[src/rtl/imem_loader.sv]
// imem_loader: framed byte-stream boot loader that fills instruction memory and releases the core on a valid checksum
module imem_loader #(
    parameter int ADDR_W = 7,
    parameter int MAX_WORDS = 128,
    parameter logic [7:0] SYNC_BYTE = 8'hA5
) (
    input  logic              clk,
    input  logic              rst,
    input  logic [7:0]        in_data,
    input  logic              in_valid,
    output logic              in_ready,
    output logic              imem_we,
    output logic [ADDR_W-1:0] imem_addr,
    output logic [31:0]       imem_din,
    output logic              cpu_rst,
    output logic              busy,
    output logic              done,
    output logic              err,
    output logic [ADDR_W:0]   words_loaded
);
    localparam logic [2:0] S_IDLE   = 3'd0;
    localparam logic [2:0] S_LEN_LO = 3'd1;
    localparam logic [2:0] S_LEN_HI = 3'd2;
    localparam logic [2:0] S_DATA   = 3'd3;
    localparam logic [2:0] S_CSUM   = 3'd4;
    localparam logic [2:0] S_RUN    = 3'd5;
    localparam logic [2:0] S_ERR    = 3'd6;
    localparam logic [ADDR_W:0] WL_ONE = 1;

    logic [2:0]        state_q, state_d;
    logic [7:0]        len_lo_q, len_lo_d;
    logic [ADDR_W:0]   n_q, n_d;
    logic [7:0]        sum_q, sum_d;
    logic [1:0]        idx_q, idx_d;
    logic [23:0]       word_q, word_d;
    logic [ADDR_W:0]   wl_q, wl_d;
    logic              in_ready_q, imem_we_q, imem_we_d;
    logic [ADDR_W-1:0] addr_q, addr_d;
    logic [31:0]       din_q, din_d;
    logic              cpu_rst_q, cpu_rst_d, busy_q, busy_d, done_q, done_d, err_q, err_d;
    logic              acc, sync;
    logic [15:0]       len_w;
    logic [ADDR_W:0]   wl_inc;

    always_comb begin
        acc = in_valid && in_ready_q;
        sync = acc && (in_data == SYNC_BYTE);
        len_w = {in_data, len_lo_q};
        wl_inc = wl_q + WL_ONE;
        state_d = state_q;
        len_lo_d = len_lo_q;
        n_d = n_q;
        sum_d = sum_q;
        idx_d = idx_q;
        word_d = word_q;
        wl_d = wl_q;
        imem_we_d = 1'b0;
        addr_d = addr_q;
        din_d = din_q;
        case (state_q)
            S_LEN_LO: if (acc) begin
                len_lo_d = in_data;
                sum_d = sum_q + in_data;
                state_d = S_LEN_HI;
            end
            S_LEN_HI: if (acc) begin
                sum_d = sum_q + in_data;
                n_d = len_w[ADDR_W:0];
                state_d = (len_w == 16'd0 || len_w > 16'(MAX_WORDS)) ? S_ERR : S_DATA;
            end
            S_DATA: if (acc) begin
                sum_d = sum_q + in_data;
                word_d = {in_data, word_q[23:8]};
                idx_d = idx_q + 2'd1;
                if (idx_q == 2'd3) begin
                    imem_we_d = 1'b1;
                    addr_d = wl_q[ADDR_W-1:0];
                    din_d = {in_data, word_q};
                    wl_d = wl_inc;
                    state_d = (wl_inc == n_q) ? S_CSUM : S_DATA;
                end
            end
            S_CSUM: if (acc) state_d = (in_data == sum_q) ? S_RUN : S_ERR;
            S_IDLE, S_RUN, S_ERR: if (sync) begin
                state_d = S_LEN_LO;
                wl_d = '0;
                sum_d = '0;
                idx_d = '0;
            end
            default: state_d = S_IDLE;
        endcase
        cpu_rst_d = state_d == S_RUN;
        done_d = state_d == S_RUN;
        err_d = state_d == S_ERR;
        busy_d = state_d inside {S_LEN_LO, S_LEN_HI, S_DATA, S_CSUM};
    end

    always_ff @(posedge clk) begin
        if (!rst) begin
            state_q <= S_IDLE;
            len_lo_q <= '0;
            n_q <= '0;
            sum_q <= '0;
            idx_q <= '0;
            word_q <= '0;
            wl_q <= '0;
            in_ready_q <= 1'b0;
            imem_we_q <= 1'b0;
            addr_q <= '0;
            din_q <= '0;
            cpu_rst_q <= 1'b0;
            busy_q <= 1'b0;
            done_q <= 1'b0;
            err_q <= 1'b0;
        end else begin
            state_q <= state_d;
            len_lo_q <= len_lo_d;
            n_q <= n_d;
            sum_q <= sum_d;
            idx_q <= idx_d;
            word_q <= word_d;
            wl_q <= wl_d;
            in_ready_q <= 1'b1;
            imem_we_q <= imem_we_d;
            addr_q <= addr_d;
            din_q <= din_d;
            cpu_rst_q <= cpu_rst_d;
            busy_q <= busy_d;
            done_q <= done_d;
            err_q <= err_d;
        end
    end

    assign in_ready = in_ready_q;
    assign imem_we = imem_we_q;
    assign imem_addr = addr_q;
    assign imem_din = din_q;
    assign cpu_rst = cpu_rst_q;
    assign busy = busy_q;
    assign done = done_q;
    assign err = err_q;
    assign words_loaded = wl_q;
endmodule
[config.mk]
export PLATFORM = sky130hd
export DESIGN_NAME = imem_loader
export DESIGN_NICKNAME = d
export VERILOG_FILES = /design/src/rtl/imem_loader.sv
export SDC_FILE = /design/constraint.sdc
export NUM_CORES = 1
export LEC_CHECK = 0
export CAP_MARGIN = 5
export CELL_PAD_IN_SITES_DETAIL_PLACEMENT = 1
export CELL_PAD_IN_SITES_GLOBAL_PLACEMENT = 1
export CORE_ASPECT_RATIO = 0.9
export CORE_MARGIN = 10
export CORE_UTILIZATION = 36
export DETAILED_ROUTE_END_ITERATION = 12
export GPL_TIMING_DRIVEN = 0
export PLACE_DENSITY_LB_ADDON = 0.25
export SYNTH_ARGS = -nofsm -noshare
export SYNTH_HDL_FRONTEND = slang
export SYNTH_SLANG_ARGS = --single-unit
export TNS_END_PERCENT = 30
[constraint.sdc]
create_clock -name clk -period 2.1 [get_ports clk]
set_clock_uncertainty 0.2 [all_clocks]
set_input_delay 0.21 -clock clk [delete_from_list [all_inputs] [get_ports clk]]
set_output_delay 0.21 -clock clk [all_outputs]
set_load 0.02 [all_outputs]
==> results by group, run 1 <==
Drt
  • DRT antenna net count: 0
  • # DRC: 0
  • Drt first pass iters: 4
  • DR vias: 4101
  • Via-per-instance ratio: 5.18
  • Total Wirelength: 14.1 mm
  • Drt wl/cell: 17.8 um
  • Drt initial violations: 168

Power and ir drop
  • Pwr/cell area: 647 nW/um2
  • Worst vdd ir: 0.381 mV
  • Tot Pwr: 3.85 mW
  • Leakage: 2.07 nW

Placement
  • IO buf count: 62
  • Dpl cell area: 5300 um2
  • Dpl hpwl: 10.0 mm
  • RePlAce Congestion: 0.804

Final layout
  • Final Util: 49.3%
  • ANT cells: 0
  • Layout cells sized above 1: 16.6%
  • Area Growth Syn to Fin: 34.0%
  • Final instance area: 5950 um2
  • Fin nets: 648

CTS
  • CTS root buf: clkbuf_16
  • CTS buffer count: 9
  • Clock tree sinks: 105
  • Clock transition at path regs: 70 ps
  • Worst-Skew Late Latency: 350 ps
  • H-Tree Depth: 3
  • CTS tree: done
  • CTS max path bufs: 2

GRT
  • All-Layer GR Usage: 16.2%
  • Number of global-route vias before repair: 4373
  • Initial antenna violation count: 0
  • Largest net degree at the start of global routing: 18
  • Global-route wire length before repair: 22.5 mm
  • Gr ovfl total: 0

Critical path
  • Kind of critical path: reg2reg
  • Critical path depth: 7
  • Required time worst endpoint: 2130 ps
  • Reg2Reg Setup Slack: -200 ps
  • CP Launch Type: flip-flop
  • Worst r2r src: words_loaded[0]
  • CP Buf/Inv Count: 0
  • Worst setup EP type: flip-flop
  • R2r endpoint: busy
  • Critical Path Source: words_loaded[0]
  • Crit path cell chain: ha_4 -> xnor2_2 -> xnor2_1 -> or4_4 -> o311ai_4 -> nand4_1 -> mux2i_1
  • Worst reg2reg path depth: 7
  • Critical path's slowest cell: or4_4
  • Critical Path End: busy
  • Worst EP arrival: 2340 ps
  • Critical path's top delay family: simple AND/OR/NAND/NOR gates
  • Critical-path maximum fanout: 4
  • CP max stage delay: 560 ps

Floorplanning
  • Die height: 125 um
  • Core area: 12100 um2
  • Ports: 64
  • Die outline width: 137 um
  • Initial core utilization: 36.8%
  • Die area: 17200 um2
  • Row Count: 38

Logic synthesis
  • Post-synthesis register bit count: 105
  • Syn_area_per_cell: 8.26 um2
  • Synth cell types: 55
  • Synthesized netlist cell count: 538
  • Mapped cell area: 4440 um2
  • Number of synthesized flops with an enable pin: 0
  • Synth warn: 0
  • Register area share after synthesis: 47.3%
  • Synthesized Nets: 559
  • Async SR Flop Fraction: 0%
  • Top FF cell, synth: dfxtp_1

Run
  • Max cap viols: 0

Timing
  • Fin crit share: 110%
  • Worst Tran Pin Value: 700 ps
  • Setup Viol. Count Final: 6
  • Final hold vios: 0
  • Slew headroom: 53.1%
  • Hold_ws: 73.3 ps
  • Minimum clock period: 2300 ps
  • Fin. max-slew vios: 0
  • Unrepaired setup endpoints after global routing: yes
  • Post-route worst setup slack: -205 ps
  • Fmax: 434 MHz

Outcome
  • Status: finished, violations left
  • Failing checks: setup timing

Hold path
  • Tightest Hold Check Type: in2reg
==> synth_stat cells (all sizes together), types with 2 or more instances <==
master	number	area share, %
nor2	39	3.3
clkbuf	24	2.1
or3	3	0.45
xnor2	12	2.4
nand4	4	0.56
a22oi	4	0.68
nor4	4	0.56
o31ai	3	0.51
ha	9	2.5
a31oi	2	0.28
xor2	8	1.6
o41ai	3	0.59
inv	8	0.68
mux2i	17	3.8
nor3	7	0.90
nand2	139	12
nor2b	2	0.28
dfxtp	105	47
and4	2	0.42
and2	3	0.45
and3	4	0.56
nor3b	2	0.34
or4	2	0.42
buf	7	1.2
a41oi	3	0.59
o21ai	14	1.6
a21oi	78	8.8
nand3	12	1.4
a21o	2	0.34
==> per-layer routing <==
layer	up-vias	GRT usage, %	share of wire [%]
li1	2016	-	-
met1	2010	20.0	45
met2	61	26.8	49
met3	14	4.88	5.1
met4	0	3.72	1.1
met5	-	0	0
==> registers in the layout, indices dropped and copies added (netlist names) <==
| name | flops |
|---|---|
| err | 1 |
| idx_q | 2 |
| busy | 1 |
| words_loaded | 8 |
| imem_addr | 7 |
| word_q | 24 |
| state_q | 3 |
| done | 1 |
| n_q | 8 |
| imem_din | 32 |
| in_ready | 1 |
| imem_we | 1 |
| sum_q | 8 |
| len_lo_q | 8 |
==> cell type report <==
| class | count | area, um2 |
|---|---|---|
| Buffer | 30 | 168 |
| Clock buffer | 10 | 239 |
| Clock inverter | 6 | 41.3 |
| Fill cell | 1450 | 6120 |
| Inverter | 8 | 30.0 |
| Multi-Input combinational cell | 394 | 2410 |
| Sequential cell | 105 | 2120 |
| Tap cell | 160 | 200 |
| Timing Repair Buffer | 79 | 737 |
==> per-stage QoR <==
step                      setup WS (ps)  TNS (ps)  instances
final                              -205      -612        792
after global routing               -294     -1240        792
after CTS                          -225      -714        784
after detailed placement          -1010    -57390        760
after global placement             -980    -55220        760
after floorplan                   -64.6     -93.8        538
==> worst min path at each step <==
stage                 start           end  slack [ps]  cells past startpoint
3_5_place_dp   imem_addr[3]  imem_addr[3]         250                      2
2_1_floorplan           rst      in_ready          40                      0
5_1_grt          in_data[1]    word_q[17]          80                      3
3_3_place_gp   imem_addr[3]  imem_addr[3]         240                      2
6_report         in_data[1]    word_q[17]          70                      3
4_1_cts          in_data[7]    word_q[23]         110                      3
==> placed cells by master, fill, tap and decap left out, types with 8 or more instances in the layout <==
| cell | count |
|---|---|
| a21oi_1 | 74 |
| buf_4 | 20 |
| clkbuf_1 | 12 |
| clkbuf_16 | 9 |
| clkbuf_2 | 8 |
| clkdlybuf4s50_1 | 56 |
| dfxtp_1 | 97 |
| mux2i_1 | 17 |
| nand2_1 | 138 |
| nor2_1 | 36 |
| o21ai_0 | 9 |
| xnor2_1 | 10 |
| xor2_1 | 8 |
==> repair_timing <==
item | in CTS | in global routing
resized for setup | 45 | 37
hold buffers | 0 | 0
setup endpoints to repair | 92 | 88
setup buffers | 8 | 9
pin swaps | 6 | 12
==> power breakdown <==
part	total, mW	leakage [nW]	internal [mW]	switching [mW]
Combinational	0.241	1.08	0.0849	0.156
Sequential	2.00	0.851	1.99	0.00733
Clock	1.61	0.143	0.839	0.767
==> logic make-up after synthesis <==
group / Yosys count / synth area share (%)
AND/OR/NAND/NOR: 228 / 22.3
buffers and inverters: 39 / 4.00
multiplexers: 17 / 3.83
AO/OA/AOI/OAI: 119 / 15.6
flip-flops: 105 / 47.3
adder cells (fa/ha/maj): 10 / 2.99
XOR/XNOR: 20 / 3.94
==> worst min-delay path, stage by stage <==
cell and delay (ps):
clkbuf_2 200, nand2_1 110, a21oi_1 60
Note: power is estimated with default switching activity, not from simulation.
==> run 2, diff against run 1 <==
--- a/config.mk
+++ b/config.mk
@@ -13,7 +13,7 @@
 export CORE_UTILIZATION = 36
 export DETAILED_ROUTE_END_ITERATION = 12
 export GPL_TIMING_DRIVEN = 0
-export PLACE_DENSITY_LB_ADDON = 0.25
+export PLACE_DENSITY = 0.74
 export SYNTH_ARGS = -nofsm -noshare
 export SYNTH_HDL_FRONTEND = slang
 export SYNTH_SLANG_ARGS = --single-unit
==> results by group, run 2 (synthesized netlist as in run 1, its figures left out) <==
Outcome
  • Status: finished, violations left (unchanged)
  • Failing checks: setup timing (unchanged)

Critical path
  • CP Launch Type: flip-flop (unchanged)
  • Crit path cell chain: or4_4 -> o21ai_0 -> nor3b_2 -> o22ai_2 -> or3_2 -> mux2i_1 (was ha_4 -> xnor2_2 -> xnor2_1 -> or4_4 -> o311ai_4 -> nand4_1 -> mux2i_1)
  • Critical-path maximum fanout: 3 (was 4)
  • Critical Path Source: len_lo_q[1] (was words_loaded[0])
  • Worst r2r src: len_lo_q[1] (was words_loaded[0])
  • CP Buf/Inv Count: 0 (unchanged)
  • Critical path's slowest cell: or4_4 (unchanged)
  • Critical path's top delay family: simple AND/OR/NAND/NOR gates (unchanged)
  • Kind of critical path: reg2reg (unchanged)
  • Worst EP arrival: 2390 ps (was 2340 ps)
  • Worst setup EP type: flip-flop (unchanged)
  • Required time worst endpoint: 2190 ps (was 2130 ps)
  • CP max stage delay: 540 ps (was 560 ps)

Power and ir drop
  • Worst vdd ir: 0.480 mV (was 0.381 mV)
  • Leakage: 2.12 nW (was 2.07 nW)
  • Pwr/cell area: 674 nW/um2 (was 647 nW/um2)
  • Tot Pwr: 4.05 mW (was 3.85 mW)

Timing
  • Setup Viol. Count Final: 14 (was 6)
  • Slew headroom: 53.4% (was 53.1%)
  • Unrepaired setup endpoints after global routing: yes (unchanged)
  • Fin crit share: 109% (was 110%)
  • Hold_ws: 67.8 ps (was 73.3 ps)
  • Post-route worst setup slack: -199 ps (was -205 ps)
  • Final setup TNS: -799 ps (was -612 ps)
  • Fin. max-slew vios: 0 (unchanged)
  • Worst Tran Pin Value: 695 ps (was 700 ps)
  • Final hold vios: 0 (unchanged)
  • Fmax: 435 MHz (was 434 MHz)
  • Minimum clock period: 2300 ps (about the same)

CTS
  • CTS tree: done (unchanged)
  • Worst-Skew Late Latency: 360 ps (was 350 ps)
  • Clock transition at path regs: 80 ps (was 70 ps)
  • H-Tree Depth: 3 (unchanged)
  • CTS root buf: clkbuf_16 (unchanged)
  • Clock tree sinks: 105 (unchanged)
  • CTS buffer count: 9 (unchanged)
  • CTS max path bufs: 2 (unchanged)

Floorplanning
  • Die area: 17200 um2 (unchanged)
  • Row Count: 38 (unchanged)
  • Die outline width: 137 um (unchanged)
  • Ports: 64 (unchanged)
  • Initial core utilization: 36.8% (unchanged)
  • Die height: 125 um (unchanged)
  • Core area: 12100 um2 (unchanged)

Drt
  • Drt initial violations: 214 (was 168)
  • Total Wirelength: 14.4 mm (was 14.1 mm)
  • # DRC: 0 (unchanged)
  • Drt first pass iters: 4 (unchanged)
  • Drt wl/cell: 18.1 um (was 17.8 um)
  • Via-per-instance ratio: 5.23 (was 5.18)
  • DR vias: 4150 (was 4101)
  • DRT antenna net count: 0 (unchanged)

GRT
  • Global-route wire length before repair: 22.6 mm (was 22.5 mm)
  • Largest net degree at the start of global routing: 19 (was 18)
  • Number of global-route vias before repair: 4258 (was 4373)
  • Initial antenna violation count: 1 (was 0)
  • All-Layer GR Usage: 16.4% (was 16.2%)
  • Gr ovfl total: 0 (unchanged)

Final layout
  • Area Growth Syn to Fin: 35.1% (was 34.0%)
  • Fillers: 1437 (was 1450)
  • Commonest non-fill, non-tap cell in the layout: nand2_1 (unchanged)
  • Number of flip-flops in the largest register: 32 (unchanged)
  • Most frequent cells in the layout: nand2_1 (138), dfxtp_1 (97), a21oi_1 (75) (was nand2_1 (138), dfxtp_1 (97), a21oi_1 (74))
  • Layout cells sized above 1: 16.0% (was 16.6%)
  • Fin nets: 649 (was 648)

Placement
  • IO buf count: 62 (unchanged)
  • RePlAce Congestion: 0.866 (was 0.804)
  • Dpl hpwl: 10.0 mm (about the same)
  • Setup Slack @ Placement: -1180 ps (was -1010 ps)

Hold path
  • Tightest Hold Check Type: in2reg (unchanged)
  • Hold path startpoint: in_data[6] (was in_data[1])

Run
  • Max cap viols: 0 (unchanged)
==> run 2: worst reg2reg max path, cell delays in order, from the launching register on <==
cell and delay, ps:
dfxtp_1 350, or4_4 540, o21ai_0 160, nor3b_2 250
o22ai_2 140, or3_2 460, mux2i_1 130
==> run 2: layout make-up <==
type	count	area, um2	share of cell area (%)
Multi-Input combinational cell	394	2420	40.2
Antenna cell	1	2.50	0.0417
Buffer	31	173	2.88
Sequential cell	105	2120	35.3
Timing Repair Buffer	79	751	12.5
Clock inverter	6	72.6	1.21
Inverter	8	30.0	0.500
Tap cell	160	200	3.33
Clock buffer	10	239	3.98
==> run 2: power by group <==
part,switching (mW),internal (mW)
Combinational,0.159,0.0899
Clock,0.820,0.973
Sequential,0.00751,2.00
Total,0.987,3.06
==> run 2: metrics by stage <==
stage,cells,utilization [%],cell area [um2]
CTS,787,48.0,5790
global route,794,49.7,6000
finish,794,49.7,6000
detailed placement,760,43.9,5300
global placement,760,43.9,5300
floorplan,538,-,4480
==> run 2: timing repair <==
action	4_1_cts	5_1_grt
buffers inserted	11	6
hold buffers	0	0
setup endpoints to repair	92	87
gates cloned	0	0
pin swaps	5	13
resized for setup	29	47
==> run 2: worst paths after layout <==
| check | cells past startpoint | endpoint | slack (ps) |
|---|---|---|---|
| setup / recovery | 6 | busy | -200 |
| hold / removal | 3 | imem_din[30] | 70 |
| hold reg to reg | 2 | imem_din[5] | 260 |
| setup reg to reg | 6 | busy | -200 |
==> run 2: metal layers <==
| metal | wire, um | vias up | global-route usage [%] |
|---|---|---|---|
| met5 | 0 | - | 0 |
| met3 | 703 | 16 | 4.24 |
| met2 | 6650 | 73 | 25.7 |
| met4 | 295 | 0 | 6.01 |
| met1 | 6710 | 2042 | 21.0 |
| li1 | - | 2019 | - |
==> run 3, diff against run 2 <==
--- a/config.mk
+++ b/config.mk
@@ -14,6 +14,7 @@
 export DETAILED_ROUTE_END_ITERATION = 12
 export GPL_TIMING_DRIVEN = 0
 export PLACE_DENSITY = 0.74
+export SLEW_MARGIN = 20
 export SYNTH_ARGS = -nofsm -noshare
 export SYNTH_HDL_FRONTEND = slang
 export SYNTH_SLANG_ARGS = --single-unit
==> results by group, run 3 (synthesized netlist as in run 1, its figures left out) <==
Outcome
  • Status: finished, violations left (unchanged)
  • Failing checks: setup timing (unchanged)

Floorplanning
  • Row Count: 38 (unchanged)
  • Die height: 125 um (unchanged)
  • Core area: 12100 um2 (unchanged)
  • Die outline width: 137 um (unchanged)
  • Die area: 17200 um2 (unchanged)
  • Initial core utilization: 36.8% (unchanged)
  • Ports: 64 (unchanged)

Timing
  • Minimum clock period: 2300 ps (about the same)
  • Unrepaired setup endpoints after global routing: yes (unchanged)
  • Hold_ws: 69.2 ps (was 67.8 ps)
  • Fmax: 435 MHz (about the same)
  • Worst Tran Pin Value: 690 ps (was 695 ps)
  • Final setup TNS: -619 ps (was -799 ps)
  • Final hold vios: 0 (unchanged)
  • Fin crit share: 109% (about the same)
  • Setup Viol. Count Final: 6 (was 14)
  • Fin. max-slew vios: 0 (unchanged)
  • Slew headroom: 53.7% (was 53.4%)
  • Post-route worst setup slack: -197 ps (was -199 ps)

Drt
  • Via-per-instance ratio: 5.21 (was 5.23)
  • Drt wl/cell: 17.5 um (was 18.1 um)
  • Drt first pass iters: 4 (unchanged)
  • DR vias: 4097 (was 4150)
  • Total Wirelength: 13.8 mm (was 14.4 mm)
  • DRT antenna net count: 0 (unchanged)
  • # DRC: 0 (unchanged)
  • Drt initial violations: 166 (was 214)

CTS
  • Post-CTS Hold Buffers: 0 (unchanged)
  • CTS tree: done (unchanged)
  • Worst-Skew Late Latency: 350 ps (was 360 ps)
  • H-Tree Depth: 3 (unchanged)
  • Clock transition at path regs: 70 ps (was 80 ps)
  • Clock tree sinks: 105 (unchanged)
  • CTS buffer count: 9 (unchanged)
  • CTS root buf: clkbuf_16 (unchanged)
  • CTS max path bufs: 2 (unchanged)

Final layout
  • Most frequent cells in the layout: nand2_1 (138), dfxtp_1 (97), a21oi_1 (75) (unchanged)
  • Fin nets: 643 (was 649)
  • Final Util: 48.8% (was 49.7%)
  • Final std cells w/o fill: 787 (was 794)
  • Area Growth Syn to Fin: 32.5% (was 35.1%)
  • Number of flip-flops in the largest register: 32 (unchanged)
  • ANT cells: 0 (was 1)
  • Commonest non-fill, non-tap cell in the layout: nand2_1 (unchanged)
  • Layout cells sized above 1: 14.8% (was 16.0%)

Power and ir drop
  • Tot Pwr: 3.83 mW (was 4.05 mW)
  • Pwr/cell area: 650 nW/um2 (was 674 nW/um2)
  • Leakage: 2.04 nW (was 2.12 nW)
  • Worst vdd ir: 0.478 mV (was 0.480 mV)

Placement
  • RePlAce Congestion: 0.866 (unchanged)
  • Cells after DPL: 760 (unchanged)
  • Dpl hpwl: 10.0 mm (about the same)
  • IO buf count: 62 (unchanged)

Critical path
  • Critical-path maximum fanout: 4 (was 3)
  • Critical path's slowest cell: or4_4 (unchanged)
  • R2r endpoint: busy (unchanged)
  • Critical Path Source: words_loaded[0] (was len_lo_q[1])
  • Crit path cell chain: ha_4 -> xnor2_2 -> xnor2_1 -> or4_4 -> o311ai_4 -> nand4_1 -> mux2i_1 (was or4_4 -> o21ai_0 -> nor3b_2 -> o22ai_2 -> or3_2 -> mux2i_1)
  • Worst reg2reg path depth: 7 (was 6)
  • Worst EP arrival: 2330 ps (was 2390 ps)
  • Worst setup EP type: flip-flop (unchanged)
  • CP max stage delay: 560 ps (was 540 ps)
  • Required time worst endpoint: 2130 ps (was 2190 ps)
  • Reg2Reg Setup Slack: -200 ps (about the same)
  • Worst r2r src: words_loaded[0] (was len_lo_q[1])
  • Kind of critical path: reg2reg (unchanged)
  • Critical Path End: busy (unchanged)
  • CP Launch Type: flip-flop (unchanged)

GRT
  • Largest net degree at the start of global routing: 17 (was 19)
  • Gr ovfl total: 0 (unchanged)
  • All-Layer GR Usage: 16.2% (was 16.4%)
  • Initial antenna violation count: 0 (was 1)
  • Global-route wire length before repair: 22.4 mm (was 22.6 mm)
  • Number of global-route vias before repair: 4310 (was 4258)

Run
  • Max cap viols: 0 (unchanged)

Hold path
  • Tightest Hold Check Type: in2reg (unchanged)
## run 3: cell count changes in the layout (fill, tap and decap cells not counted), sizes merged
cell          before  now
buf               25   18
bufinv             1    0
clkbuf            33   36
clkinv             3    4
clkinvlp           0    1
diode              1    0
dlygate4sd2        4    5
dlymetal6s2s       3    1
inv               10    8
## run 3: worst min-delay path by stage
| stage | cells past startpoint | from | slack [ps] | to |
|---|---|---|---|---|
| floorplan | 0 | rst | 40 | in_ready |
| global placement | 2 | imem_addr[3] | 240 | imem_addr[3] |
| detailed placement | 2 | imem_addr[4] | 250 | imem_addr[4] |
| CTS | 3 | in_data[7] | 100 | word_q[23] |
| global route | 3 | in_data[5] | 90 | imem_din[29] |
| finish | 3 | in_data[5] | 70 | imem_din[29] |
## run 3: what timing repair did
| item | in CTS | in global routing |
|---|---|---|
| buffers inserted | 8 | 3 |
| pin swaps | 5 | 6 |
| endpoints found under the setup margin | 92 | 76 |
| resized for setup | 35 | 36 |
| cloned | 0 | 0 |
## run 3: final cells by class
cell class	instances	area [um2]
buffer	31	173
clock buffer	11	243
clock inverter	5	31.3
fill	1426	6190
inverter	8	30.0
multi-input combinational	394	2400
sequential	105	2120
tap	160	200
timing repair buffer	73	694
## run 3: critical path: cells and delay by family, from the launching register on
kind | cells | cell delay (ps)
fa+ha+maj | 1 | 180
compound gates | 1 | 290
xor+xnor | 2 | 280
flops | 1 | 370
simple gates | 2 | 720
mux | 1 | 140
## run 3: through the flow
stage | cell area [um2] | worst slack [ps]
after CTS | 5750 | -193
after detailed placement | 5310 | -916
after floorplan | 4480 | -64.6
after global placement | 5300 | -1110
final | 5890 | -197
after global routing | 5890 | -264
## run 3: layer usage
metal	wire length, um	global-route usage, %
met1	6460	20.8
met2	6380	25.8
met3	702	4.92
met4	240	3.97
met5	0	0
## run 3: where the power goes
group	internal, mW	switching (mW)	leakage (nW)
Clock	0.834	0.756	0.135
Combinational	0.0810	0.155	1.06
Sequential	2.00	0.00749	0.851
Total	2.91	0.918	2.04
==> edit 1 (settings of run 2) <==
Register the output `err` once more; this adds one clock of latency there. The other outputs are not delayed to match.
--- a/src/rtl/imem_loader.sv
+++ b/src/rtl/imem_loader.sv
@@ -138,6 +138,8 @@
     assign cpu_rst = cpu_rst_q;
     assign busy = busy_q;
     assign done = done_q;
-    assign err = err_q;
+    always_ff @(posedge clk) begin
+        err <= err_q;
+    end
     assign words_loaded = wl_q;
 endmodule
Check against the original RTL: not equivalent (Yosys sat finds a counterexample within 10 cycles, from zero or initial values and one cycle with rst low).
==> edit 1 against run 2 <==
  * Largest power group unchanged
  * Total power rose by 0.74%
  * Combinational power rose by 2%
  * The flow still finishes with violations (setup timing)
  * Sequential share of layout area rose by 0.23 points
  * Worst setup slack got worse by 0.011 ns
  * Area after synthesis rose by 0.45%
  * Highest routed layer unchanged
  * Cell area rose by 0.48%
  * Sequential cell count rose by 1
  * Routed wire length fell by 2.2%
==> edit 1: results (changes against run 2) <==
outcome:
  outcome: "complete, but fails checks"
  violations: "setup timing"
critical_path:
  cp_top_family: "simple AND/OR/NAND/NOR gates"
  cp_slowest_cell: "ha_1"
  rr_worst_depth: 8  # +2
  slowest_delay_ns: 0.36  # -0.18 ns
  path_max_fanout: 4  # +1
global_route:
  antenna_found_initial: 0  # -1
  gr-usage-all-layers_pct: 16.7  # +0.32 points
  grt_pass1_wl_mm: 22.8  # +0.95%
  grt_pass1_vias: 4303  # +1.1%
  met1_usage_pct: 20.5  # -0.52 points
  grt_use_met3_pct: 5.05  # +0.80 points
  grtUsageMet2_pct: 27.7  # +1.9 points
placement:
  portBuffers: 62  # unchanged
  dp_hpwl_mm: 10.2  # +1.2%
  globalplace.congestion: 0.854  # -1.3%
  place_inst: 761  # +0.13%
route:
  post_drt_wl_per_cell_um: 17.7  # -2.4%
  wl_met3_um: 701  # -0.28%
  highest_layer: "met4"
  dr.pass1.iters: 4  # unchanged
  drt_iter0_markers: 259  # +21%
  num_vias: 4073  # -1.9%
  wl_met2_mm: 6.85  # +2.9%
  wl_met1_mm: 6.35  # -5.4%
layout:
  largest_reg_flops: 32  # unchanged
  final_layout_size_suffix_gt1_share_pct: 16.7  # +0.74 points
  fin_nets: 651  # +0.31%
  fill_cells: 1437  # unchanged
  antenna_cells: 0  # -1
  fin_cells: 795  # +0.13%
synthesis:
  yosysUniqueCellTypes: 55  # unchanged
  synth_cells: 539  # +0.19%
  synthesis.nets: 560  # +0.18%
  synth_ff_type: "dfxtp_1"
  yosys-top-cells-area: "dfxtp_1 48%, nand2_1 12%, a21oi_1 8.7%"
  ys.warnings.count: 0  # unchanged
  async_flop_share_pct: 0  # unchanged
  ys_top_cells_by_count: "139 x nand2_1, 106 x dfxtp_1, 78 x a21oi_1, 39 x nor2_1, 23 x clkbuf_1"
  yosysSeqAreaShare_pct: 47.5  # +0.24 points
pwr:
  internal_power_mw: 3.11  # +1.8%
  p_leak_nw: 2.11  # -0.51%
  comb-power_mw: 0.255  # +2%
  peakVddDrop_uv: 473  # -1.5%
  pg_seq_mw: 2.02
sta:
  relSlewSlack_pct: 52.0  # -1.3 points
  fin_ws_ns: -0.210  # -0.0113 ns
  setup_violations: 7  # -7
worst_hold_path:
  hp-class: "in -> reg"
  hold_path_depth: 3  # unchanged
clock_network:
  path_clk_slew_ns: 0.07
  ctsRootBufferMaster: "clkbuf_16"
  htree_levels: 3  # unchanged
  cts_inserted_buffers: 9  # unchanged
  clk_path_buf_depth: 2  # unchanged
[edit 1: cell types whose count changed after synthesis]
cell,run 2,this run
dfxtp_1,105,106
[edit 1: what timing repair did]
item / CTS / global route
setup endpoints to repair: 92 / 78
hold buffers: 0 / 0
pin swaps: 10 / 13
gates cloned: 0 / 0
resized for setup: 49 / 35
setup buffers: 11 / 7
[edit 1: final timing paths]
path,start,end,slack [ns]
worst max-delay path,sum_q[5],busy,-0.21
worst min-delay path,in_data[7],imem_din[31],0.11
worst max register to register,sum_q[5],busy,-0.21
worst min register to register,err_q,err,0.13
[edit 1: metrics by stage]
stage / setup TNS (ns) / utilization [%] / total power, mW / cell area, um2 / setup WS [ns]
2_1_floorplan: -0.0938 / - / 2.20 / 4500 / -0.0646
3_3_place_gp: -58.10 / 44.1 / 2.28 / 5320 / -1.02
3_5_place_dp: -60.36 / 44.1 / 2.28 / 5320 / -1.11
4_1_cts: -0.387 / 48.6 / 4.10 / 5870 / -0.155
5_1_grt: -1.81 / 49.9 / 4.23 / 6030 / -0.363
6_report: -0.499 / 49.9 / 4.08 / 6030 / -0.210
[edit 1: layout make-up]
class / instances / area [um2] / area share, %
Multi-Input combinational cell: 394 / 2420 / 40.1
Sequential cell: 106 / 2140 / 35.5
Timing Repair Buffer: 80 / 747 / 12.4
Clock buffer: 10 / 250 / 4.15
Tap cell: 160 / 200 / 3.32
Buffer: 31 / 174 / 2.88
Clock inverter: 6 / 68.8 / 1.14
Inverter: 8 / 30.0 / 0.498
[edit 1: kinds of logic after synthesis]
family / Yosys count / synth area share [%]
AND/OR/NAND/NOR: 228 / 22.2
AO/OA/AOI/OAI: 119 / 15.5
XOR/XNOR: 20 / 3.92
adder cells (fa/ha/maj): 10 / 2.97
buffers and inverters: 39 / 3.98
multiplexers: 17 / 3.81
flip-flops: 106 / 47.5
==> edit 2 (config.mk and constraints of run 2) <==
Made on the original files. Set the parameter `MAX_WORDS` to 96 (it was 128).
--- a/src/rtl/imem_loader.sv
+++ b/src/rtl/imem_loader.sv
@@ -1,7 +1,7 @@
 // imem_loader: framed byte-stream boot loader that fills instruction memory and releases the core on a valid checksum
 module imem_loader #(
     parameter int ADDR_W = 7,
-    parameter int MAX_WORDS = 128,
+    parameter int MAX_WORDS = 96,
     parameter logic [7:0] SYNC_BYTE = 8'hA5
 ) (
     input  logic              clk,
Check against the original RTL: not equivalent (Yosys sat finds a counterexample within 10 cycles, from zero or initial values and one cycle with rst low).
==> edit 2 against run 2 <==
  * The run still ends with setup timing left
  * Sequential cell count is the same
  * Worst setup slack lost 0.054 ns
  * Cell area grew 5.7%
  * Total power grew 0.67%
  * Via count grew 3.5%
  * Hold slack lost 0.063 ns
  * Area after synthesis grew 3.2%
  * Routed wire length grew 3.6%
  * Largest cell class unchanged
  * Highest routed layer unchanged
==> edit 2: results (changes against run 2) <==
outcome:
  outcome: "complete, but fails checks"
  violations: "setup timing"
layout:
  final_layout_size_suffix_gt1_share_pct: 19.6  # +3.6 points
  multi_input_comb_cells: 404  # +2.5%
  final-nonclk-buf-share_pct: 16.0  # +0.61 points
  buffers: 122  # +11%
  fin_cells: 818  # +3.0%
  multiInputGateArea_um2: 2690  # +11%
  fin_nets: 670  # +3.2%
  multi_input_area_share_pct: 42.3  # +2.1 points
  clockNetworkAreaShare_pct: 4.52  # -0.67 points
  sh_seq_area_pct: 33.5  # -1.8 points
  inv_count: 7  # -1
placement:
  dp_hpwl_mm: 10.4  # +3.2%
  globalplace.congestion: 0.861  # -0.61%
  post_dp_cell_area_um2: 5520  # +4.2%
synthesis:
  synth_fa_ha_area_share_pct: 2.89  # -0.092 points
  ys_top_cells_by_count: "138 x nand2_1, 105 x dfxtp_1, 80 x a21oi_1, 41 x nor2_1, 26 x clkbuf_1"
  synth_compound_area_share_pct: 17.0  # +1.4 points
  yosys-top-cells-area: "dfxtp_1 46%, nand2_1 11%, a21oi_1 8.7%"
  yosysSeqAreaShare_pct: 45.9  # -1.5 points
  synth_xor_xnor_area_share_pct: 2.29  # -1.6 points
  ys.warnings.count: 0  # unchanged
  synthesis.nets: 575  # +2.9%
pwr:
  p_leak_nw: 2.18  # +3.2%
  seq_power_share_pct: 49.4  # about the same
  peakVddDrop_uv: 363  # -24%
  comb-power_mw: 0.397  # +59%
sta:
  worst_pin_slew_ns: 0.642  # -0.0532 ns
  setup_violations: 6  # -8
  setup_tns_ns: -1.25  # -0.447 ns
  fin_ws_ns: -0.252  # -0.0537 ns
route:
  wl_met3_um: 593  # -16%
  wl_met2_mm: 7.57  # +14%
  num_vias: 4297  # +3.5%
  wl_met1_mm: 6.63  # -1.3%
  post_drt_wl_per_cell_um: 18.2  # +0.59%
global_route:
  grtUsageMet2_pct: 27.8  # +2.1 points
  grt_pass1_vias: 4438  # +4.2%
  grt_pass1_wl_mm: 23.3  # +3.5%
  met1_usage_pct: 19.4  # -1.6 points
critical_path:
  startpoint: "len_lo_q[0]"
  path_max_fanout: 4  # +1
  cp_top_family: "compound AO/OA/AOI/OAI gates"
worst_hold_path:
  min_to: "word_q[20]"
  hp-start: "in_data[4]"
clock_network:
  clk_latency_ns: 0.36  # about the same
edit 2: cell count changes in the layout (fill, tap and decap cells not counted), sizes merged, moves of 4 or more:
| cell | before | now |
|---|---|---|
| buf | 25 | 32 |
| clkbuf | 33 | 40 |
| nand3b | 1 | 6 |
| o21ai | 14 | 10 |
| nor3 | 7 | 11 |
| xnor2 | 12 | 5 |
edit 2: repair_timing:
action                                  4_1_cts  5_1_grt
endpoints found under the hold margin         2        0
pin swaps                                     9       16
hold buffers                                  2        0
setup buffers                                10       10
resized for setup                            46       57
endpoints found under the setup margin       64       87
edit 2: metrics by stage:
step,power (mW),hold WS (ns)
3_3_place_gp,2.37,0.244
6_report,4.07,0.00444
3_5_place_dp,2.38,0.248
2_1_floorplan,2.26,0.0377
5_1_grt,4.22,0.0234
4_1_cts,4.05,0.116
